**config.mk**
```make
export PLATFORM = sky130hd
export DESIGN_NAME = pipe_mem_arbiter
export DESIGN_NICKNAME = d
export VERILOG_FILES = /design/src/rtl/pipe_mem_arbiter.sv
export SDC_FILE = /design/constraint.sdc
export NUM_CORES = 1
export LEC_CHECK = 0
export ABC_AREA = 1
export BUFFER_PORTS_ARGS = -buffer_cell sky130_fd_sc_hd__buf_4
export CAP_MARGIN = 0
export CORE_MARGIN = 2
export CORE_UTILIZATION = 48
export CTS_CLUSTER_SIZE = 8
export DETAILED_ROUTE_END_ITERATION = 16
export GPL_ROUTABILITY_DRIVEN = 0
export PLACE_DENSITY = 0.8
export SETUP_SLACK_MARGIN = 0.1
export SYNTH_ARGS = -nofsm -noshare
export SYNTH_HDL_FRONTEND = slang
export SYNTH_SLANG_ARGS = --single-unit
```
**constraint.sdc**
```tcl
create_clock -name CLK -period 2.1 [get_ports CLK]
set_input_delay 0.105 -clock CLK [delete_from_list [all_inputs] [get_ports CLK]]
set_output_delay 0.105 -clock CLK [all_outputs]
set_load 0.1 [all_outputs]
```
**src/rtl/pipe_mem_arbiter.sv**
```systemverilog
// Single-ported RAM sequencer shared by instruction fetch (I) and data memory (D).
// D wins by default; a streak counter forces one I grant after MAX_D_STREAK D grants.
module pipe_mem_arbiter #(
    parameter int MAX_D_STREAK = 4,
    parameter int TIMEOUT      = 255,
    parameter int CW           = 8
) (
    input  logic        CLK,
    input  logic        RST,
    input  logic        iREN,
    input  logic [31:0] iaddr,
    input  logic        dREN,
    input  logic        dWEN,
    input  logic [31:0] daddr,
    input  logic [31:0] dstore,
    input  logic        ram_ready,
    input  logic [31:0] ram_load,
    output logic        ram_ren,
    output logic        ram_wen,
    output logic [31:0] ram_addr,
    output logic [31:0] ram_store,
    output logic        ihit,
    output logic [31:0] iload,
    output logic        dhit,
    output logic [31:0] dload,
    output logic        bus_err
);

    localparam int SW = $clog2(MAX_D_STREAK + 1);

    typedef enum logic [1:0] {IDLE, D_ACC, I_ACC} state_t;

    state_t         state_q, state_d;
    logic           ren_q, ren_d;
    logic           wen_q, wen_d;
    logic [31:0]    addr_q, addr_d;
    logic [31:0]    store_q, store_d;
    logic [SW-1:0]  streak_q, streak_d;
    logic [CW-1:0]  tcnt_q, tcnt_d;
    logic           bus_err_q, bus_err_d;
    logic [31:0]    iload_q, iload_d;
    logic [31:0]    dload_q, dload_d;
    logic           ihit_c, dhit_c;
    logic           d_pend;
    logic           i_starved;

    assign d_pend    = dREN | dWEN;
    assign i_starved = iREN && (streak_q == SW'(MAX_D_STREAK));

    always_comb begin
        state_d   = state_q;
        ren_d     = ren_q;
        wen_d     = wen_q;
        addr_d    = addr_q;
        store_d   = store_q;
        streak_d  = streak_q;
        tcnt_d    = tcnt_q;
        bus_err_d = bus_err_q;
        ihit_c    = 1'b0;
        dhit_c    = 1'b0;

        case (state_q)
            IDLE: begin
                if (d_pend && !i_starved) begin
                    state_d = D_ACC;
                    ren_d   = ~dWEN;
                    wen_d   = dWEN;
                    addr_d  = daddr;
                    store_d = dWEN ? dstore : 32'd0;
                    tcnt_d  = '0;
                    if (!iREN)
                        streak_d = '0;
                    else if (streak_q != SW'(MAX_D_STREAK))
                        streak_d = streak_q + SW'(1);
                end else if (iREN) begin
                    state_d  = I_ACC;
                    ren_d    = 1'b1;
                    wen_d    = 1'b0;
                    addr_d   = iaddr;
                    store_d  = 32'd0;
                    tcnt_d   = '0;
                    streak_d = '0;
                end
            end
            D_ACC, I_ACC: begin
                if (ram_ready) begin
                    // A requester that dropped its request mid-access gets no pulse.
                    if (state_q == D_ACC)
                        dhit_c = d_pend;
                    else
                        ihit_c = iREN;
                    state_d = IDLE;
                    ren_d   = 1'b0;
                    wen_d   = 1'b0;
                end else if (tcnt_q == CW'(TIMEOUT - 1)) begin
                    state_d   = IDLE;
                    ren_d     = 1'b0;
                    wen_d     = 1'b0;
                    tcnt_d    = CW'(TIMEOUT);
                    bus_err_d = 1'b1;
                end else begin
                    tcnt_d = tcnt_q + CW'(1);
                end
            end
            default: state_d = IDLE;
        endcase
    end

    assign ihit    = ihit_c & ~RST;
    assign dhit    = dhit_c & ~RST;
    assign iload_d = ihit ? ram_load : iload_q;
    assign dload_d = dhit ? ram_load : dload_q;

    always_ff @(posedge CLK) begin
        if (RST) begin
            state_q   <= IDLE;
            ren_q     <= 1'b0;
            wen_q     <= 1'b0;
            addr_q    <= 32'd0;
            store_q   <= 32'd0;
            streak_q  <= '0;
            tcnt_q    <= '0;
            bus_err_q <= 1'b0;
            iload_q   <= 32'd0;
            dload_q   <= 32'd0;
        end else begin
            state_q   <= state_d;
            ren_q     <= ren_d;
            wen_q     <= wen_d;
            addr_q    <= addr_d;
            store_q   <= store_d;
            streak_q  <= streak_d;
            tcnt_q    <= tcnt_d;
            bus_err_q <= bus_err_d;
            iload_q   <= iload_d;
            dload_q   <= dload_d;
        end
    end

    assign ram_ren   = ren_q;
    assign ram_wen   = wen_q;
    assign ram_addr  = addr_q;
    assign ram_store = store_q;
    assign iload     = iload_d;
    assign dload     = dload_d;
    assign bus_err   = bus_err_q;

endmodule

```
Word level (Yosys, flattened, before mapping)

Index checks and enable logic that the tools add are counted.

Bitwise operators: 6
Eq/ne operators: 9
Reductions and logical operators: 13
Muxes and demuxes: 35
Add/subtract/negate cells: 2

Operators with widths:

| cell                  | number |
|---|---|
| $mux W32              | 7 |
| $mux W8               | 4 |
| $pmux W8 S2           | 1 |
| $mux W1               | 12 |
| $mux W3               | 4 |
| $reduce_and A3 Y1     | 4 |
| $ne A3 B3 Y1 const B  | 3 |
| $add A8 B1 Y8 const B | 1 |
| $eq A8 B8 Y1 const B  | 1 |
| $mux W2               | 4 |
| $pmux W1 S2           | 2 |
| $pmux W2 S2           | 1 |
| $reduce_and A2 Y1     | 2 |
| $reduce_bool A2 Y1    | 2 |
| $add A3 B1 Y3 const B | 1 |
| $eq A3 B3 Y1 const B  | 1 |
| $ne A3 B2 Y1 const B  | 1 |
| $not A1 Y1            | 3 |
| $and A1 B1 Y1         | 2 |
| $eq A2 B1 Y1 const B  | 1 |
| $eq A2 B2 Y1 const B  | 1 |
| $logic_and A1 B1 Y1   | 2 |
| $logic_not A2 Y1      | 1 |
| $ne A2 B2 Y1 const B  | 1 |
| other kinds (3)       | 3 |

Flip-flop bits (word level): 144
Output and inout port bits: 133
Word-level logic and storage cells: 75
Input bits: 134

Depth between registers and ports, before layout

Depth after elaboration: 6
Depth in mapped cells: 10
Mapped depth without buffers: 10

Least setup slack after synthesis

No wires, ideal clock.

Kind: register -> output
Start: register state_q[0]
End: output iload[22]
Arrival time: 2.171 ns
Slack: -0.176 ns
Stages on the path, launching flop included: 11
Path through: dfxtp_1 -> inv_1 -> ha_1 -> nand2_1 -> nor2_2 -> nand2_2 -> inv_2 -> buf_4 -> or2_1 -> o21ai_0 -> inv_1

Word-level cells in the longest chain between the ends: 6
Elaborated cells between the ends (all ways): 8
Classes of those cells: eq/ne (2); mux (4); bitwise (1); reduce/logical (1)

RTL lines:

| element                | RTL line | source |
|---|---|---|
| from (decl)            | 33       | `state_t state_q, state_d;` |
| from (signal assigned) | 127      | `state_q <= state_d;` |
| $eq A2 B1 Y1           | 62, 88   |  |
| $mux W1                | 88       | `if (state_q == D_ACC)` |
| $mux W1                | 86       | `if (ram_ready) begin` |
| $mux W1 *              | 62       | `case (state_q)` |
| $and A1 B1 Y1 *        | 109      | `assign ihit = ihit_c & ~RST;` |
| via ihit               | 22       | `output logic ihit,` |
| $mux W32 *             | 111      | `assign iload_d = ihit ? ram_load : iload_q;` |
| to (decl)              | 23       | `output logic [31:0] iload,` |

Mark *: on every way through the listed nets, which the timed path passes. The rest lies on a longest branch.

Final worst setup path

Start: register state_q[1]
End: output dload[12]

Word-level cells in the longest chain between the ends: 6
Elaborated cells between the ends (all ways): 8
Classes of those cells: eq/ne (2); mux (4); bitwise (1); reduce/logical (1)

RTL lines:

| element         | RTL line | source |
|---|---|---|
| $eq A2 B1 Y1    | 62, 88   |  |
| $mux W1         | 88       |  |
| $mux W1         | 86       |  |
| $mux W1 *       | 62       |  |
| $and A1 B1 Y1 * | 110      | `assign dhit = dhit_c & ~RST;` |
| $mux W32 *      | 112      | `assign dload_d = dhit ? ram_load : dload_q;` |
| to (decl)       | 25       | `output logic [31:0] dload,` |

Mark *: on every way between the ends. The rest lies on a longest branch, timed or not.

==> impl_summary.log <==
[metrics] number of instances in the placed design: 1273
[metrics] ratio of cells with drive above 1 in the final layout: 41.4%
[metrics] half-perimeter wire length after placement: 12.0 mm
[metrics] IO buf count: 266
[metrics] vertical die dimension: 118 µm
[metrics] number of buffer and inverter stages on the critical path: 5
[metrics] number of placement rows: 41
[metrics] Crit. Startpoint: state_q[1]$_SDFFE_PP0P_
[metrics] Ys Warns: 0
[metrics] switching component of the power: 3.68 mW
[metrics] number of iterations in the first detailed-routing pass: 6
[metrics] final routed wirelength across all metal layers: 29.1 mm
[metrics] mean cell area of the mapped netlist: 7.15 µm²
[metrics] final number of setup-violating endpoints: 65
[metrics] actual transition at the worst max-transition pin: 0.660 ns
[metrics] synth cell count leaders: 206 x sky130_fd_sc_hd__nand2_1, 147 x sky130_fd_sc_hd__inv_1, 144 x sky130_fd_sc_hd__dfxtp_1
[metrics] nature of the critical path startpoint: flop
[metrics] Switching Share: 40.0%
[metrics] global-route wire length before repair: 37.3 mm
[metrics] diode insertion count for antenna repair: 0
[metrics] cell area after synthesis: 0.00622 mm²
[metrics] crit path DAT: 2.38 ns
[metrics] Clk Latency, worst-skew pair: 0.45 ns
[metrics] Non-Filler Instances: 1397
[metrics] Max-Slew Margin vs Limit: 56.0%
[metrics] VDD IR-drop max: 0.658 mV
[metrics] remaining global-route overflow: 0
[metrics] number of pins exceeding their max-slew limit in the final report: 0
[metrics] register bit count reported by yosys: 144
[metrics] post-route worst hold slack: 0.00698 ns
[metrics] die footprint: 0.0139 mm²
[metrics] critical path class: flop to output pin
[metrics] total clock buffers created by CTS: 17
[metrics] clock sink total: 144
[metrics] type of the worst min-delay path: input port to flop
[metrics] final worst clock skew: 0.0309 ns
[metrics] total of max-cap violations: 0
[metrics] overall track demand over capacity in global routing: 33.7%
[metrics] filler cell count: 570
[metrics] setup repair after global routing missed its margin: yes
[metrics] result of the run: complete, but fails checks
[metrics] final core area utilization: 89.2%
[metrics] DR vias: 7650
[metrics] launch point of the worst reg-to-reg path: state_q[1]$_SDFFE_PP0P_
[metrics] slowest cell on the critical path: sky130_fd_sc_hd__dfxtp_2
[metrics] relative contribution of combinational cells to total power: 35.0%
[metrics] maximum number of pins on one net before global-route repair: 71
[metrics] antenna violations before repair: 0
[metrics] internal power: 5.50 mW
[metrics] violations in the final reports: setup timing
[metrics] share of flip-flops with an asynchronous set or reset: 0%
[metrics] Synthesized Nets: 1010
[metrics] CTS tree: done
[metrics] part of the power in the clock network: 32.2%
[metrics] die width: 118 µm
[metrics] final-report hold violation count: 0
[metrics] net count of the finished layout: 1352
[metrics] cells taking the most area after synthesis: sky130_fd_sc_hd__dfxtp_1 46%, sky130_fd_sc_hd__nand2_1 12%, sky130_fd_sc_hd__inv_1 8.9%
[metrics] Worst Path Required: 2.00 ns
[metrics] library cell with the highest instance count after synthesis: sky130_fd_sc_hd__nand2_1
[metrics] Worst Setup End Kind: output pin
[metrics] total cell area at the placement stage: 0.00852 mm²
[metrics] maximum buffer depth of the clock tree: 2
[metrics] area share of the largest cell type after synthesis: 46.3%
[metrics] dominant cell type by area after synthesis: sky130_fd_sc_hd__dfxtp_1
[metrics] buffer cell driving the clock tree root: sky130_fd_sc_hd__clkbuf_16
[metrics] Leak: 5.32 nW
[metrics] Vias/cell: 5.48
[metrics] Boundary Pins: 267
[metrics] Netlist cell types: 27
[metrics] Largest delay share family, worst path: buffers and inverters
[metrics] number of enable flip-flop cells after synthesis: 0
[metrics] 1st-iter DRT viols: 716
[metrics] biggest cell delay along the critical path: 0.34 ns
[metrics] Layout Cell Area excl Fill: 0.0113 mm²
[metrics] post-route minimum period: 2.48 ns
[metrics] Area growth syn-to-layout: 81.0%
[metrics] DRC violation count after routing: 0
[metrics] power density over the cells: 815 mW/mm²
[metrics] leading register cell type out of synthesis: sky130_fd_sc_hd__dfxtp_1
[metrics] post-route clock period utilization: 118%
[metrics] largest driver fanout on the critical path: 10
[metrics] synthesized instance count: 870
[metrics] minimum setup slack after placement: 0.0935 ns
[metrics] wire length per cell: 20.8 µm
[metrics] share of the yosys chip area belonging to registers: 46.3%
[metrics] clock-pin transition on the worst setup and hold timing paths: 0.06 ns
[metrics] H-tree lvl count: 4
[metrics] total core area: 0.0126 mm²
[metrics] startpoint of the most critical hold path: daddr[25]
[metrics] Peak Freq: 0.403 GHz
[metrics] aggregate negative setup slack: -15.67 ns
[metrics] final setup margin: -0.382 ns
[metrics] number of global-route vias before repair: 7458
[metrics] total design power: 9.18 mW
[metrics] Starting Density: 49.3%
[metrics] Routed Antenna Nets: 0
[metrics] cell chain of the critical path: inv_2, ha_4, nand2_4, nor2_4, nand3_4, buf_12, buf_16, nand2_1, o21ai_4, clkinvlp_4, buf_8
[metrics] sequential power share: 32.8%
-- logic make-up after synthesis --
kind of cell	Yosys count	synth area share (%)
XOR/XNOR	1	0.141
flip-flops	144	46.3
adder cells (fa/ha/maj)	6	1.21
buffers and inverters	199	13.4
AND/OR/NAND/NOR	374	25.8
AO/OA/AOI/OAI	146	13.1
-- power by group through the flow --
stage	clock (mW)	sequential (mW)	combinational [mW]
global placement	0	3.04	2.65
floorplan	0	3.95	1.10
finish	2.96	3.01	3.22
detailed placement	0	3.04	2.66
global route	3.05	3.02	3.31
CTS	2.88	2.99	3.01
-- final cells by class --
type                    instances  area [µm²]  area share (%)
clock buffers                  19         443            3.93
multi-input cells             527        3100            27.5
clock inverters                13         115            1.02
inverters                     152         702            6.23
well taps                     172         215            1.91
repair inverters                1        7.51          0.0667
repair buffers                369        3790            33.7
flip-flops and latches        144        2890            25.6
-- placed cells by master, fill, tap and decap left out, drive strengths merged --
| cell type | netlist | layout |
|---|---|---|
| bufinv | 0 | 1 |
| clkbuf | 24 | 24 |
| a21oi | 46 | 46 |
| ha | 6 | 6 |
| nand2 | 212 | 212 |
| inv | 151 | 119 |
| o21ai | 67 | 67 |
| or2 | 34 | 34 |
| nor3 | 3 | 3 |
| nor2 | 75 | 75 |
| dfxtp | 144 | 144 |
| nand3 | 49 | 49 |
| o211ai | 32 | 32 |
| dlygate4sd3 | 0 | 64 |
| xor2 | 1 | 1 |
| buf | 23 | 300 |
| o21a | 1 | 1 |
| clkinv | 1 | 8 |
| nand3b | 1 | 1 |
| clkinvlp | 0 | 38 |
-- repair_timing --
| item | in CTS | in global routing |
|---|---|---|
| pin swaps | 2 | 11 |
| hold endpoints to repair | 88 | 0 |
| gates cloned | 4 | 6 |
| hold buffers | 64 | 0 |
| gates resized for setup | 258 | 54 |
| setup endpoints to repair | 66 | 66 |
| buffers inserted | 8 | 10 |
-- registers in the layout, indices dropped and copies added (netlist names), 2 cells and up --
name       cells
ram_store     32
streak_q       3
iload_q       32
state_q        2
tcnt_q         8
dload_q       32
ram_addr      32
-- path summary, 6_finish.rpt --
check,to,slack [ns],depth (start not counted)
max,dload[12],-0.38,11
min,ram_addr[25]$_SDFFE_PP0P_,0.007,5
max reg2reg,dload_q[12]$_SDFF_PP0_,0.18,10
min reg2reg,ram_store[24]$_SDFFE_PP0P_,0.47,2
-- worst register-to-register path, cell delays in order (launching register included) --
cell	delay (ns)
sky130_fd_sc_hd__dfxtp_2	0.34
sky130_fd_sc_hd__inv_2	0.06
sky130_fd_sc_hd__ha_4	0.29
sky130_fd_sc_hd__nand2_4	0.06
sky130_fd_sc_hd__nor2_4	0.14
sky130_fd_sc_hd__nand3_4	0.10
sky130_fd_sc_hd__buf_12	0.17
sky130_fd_sc_hd__buf_16	0.17
sky130_fd_sc_hd__nand2_1	0.19
sky130_fd_sc_hd__o21ai_4	0.13
sky130_fd_sc_hd__nor2_1	0.18
-- per-layer routing --
layer	vias to the layer above	GRT usage, %	part of all wire (%)
met1	3548	35.1	34
met3	203	8.82	8.6
met2	531	60.2	49
met4	0	21.1	8.7
li1	3368	-	-
met5	-	0	0
Power figures use the tool's default switching activity.
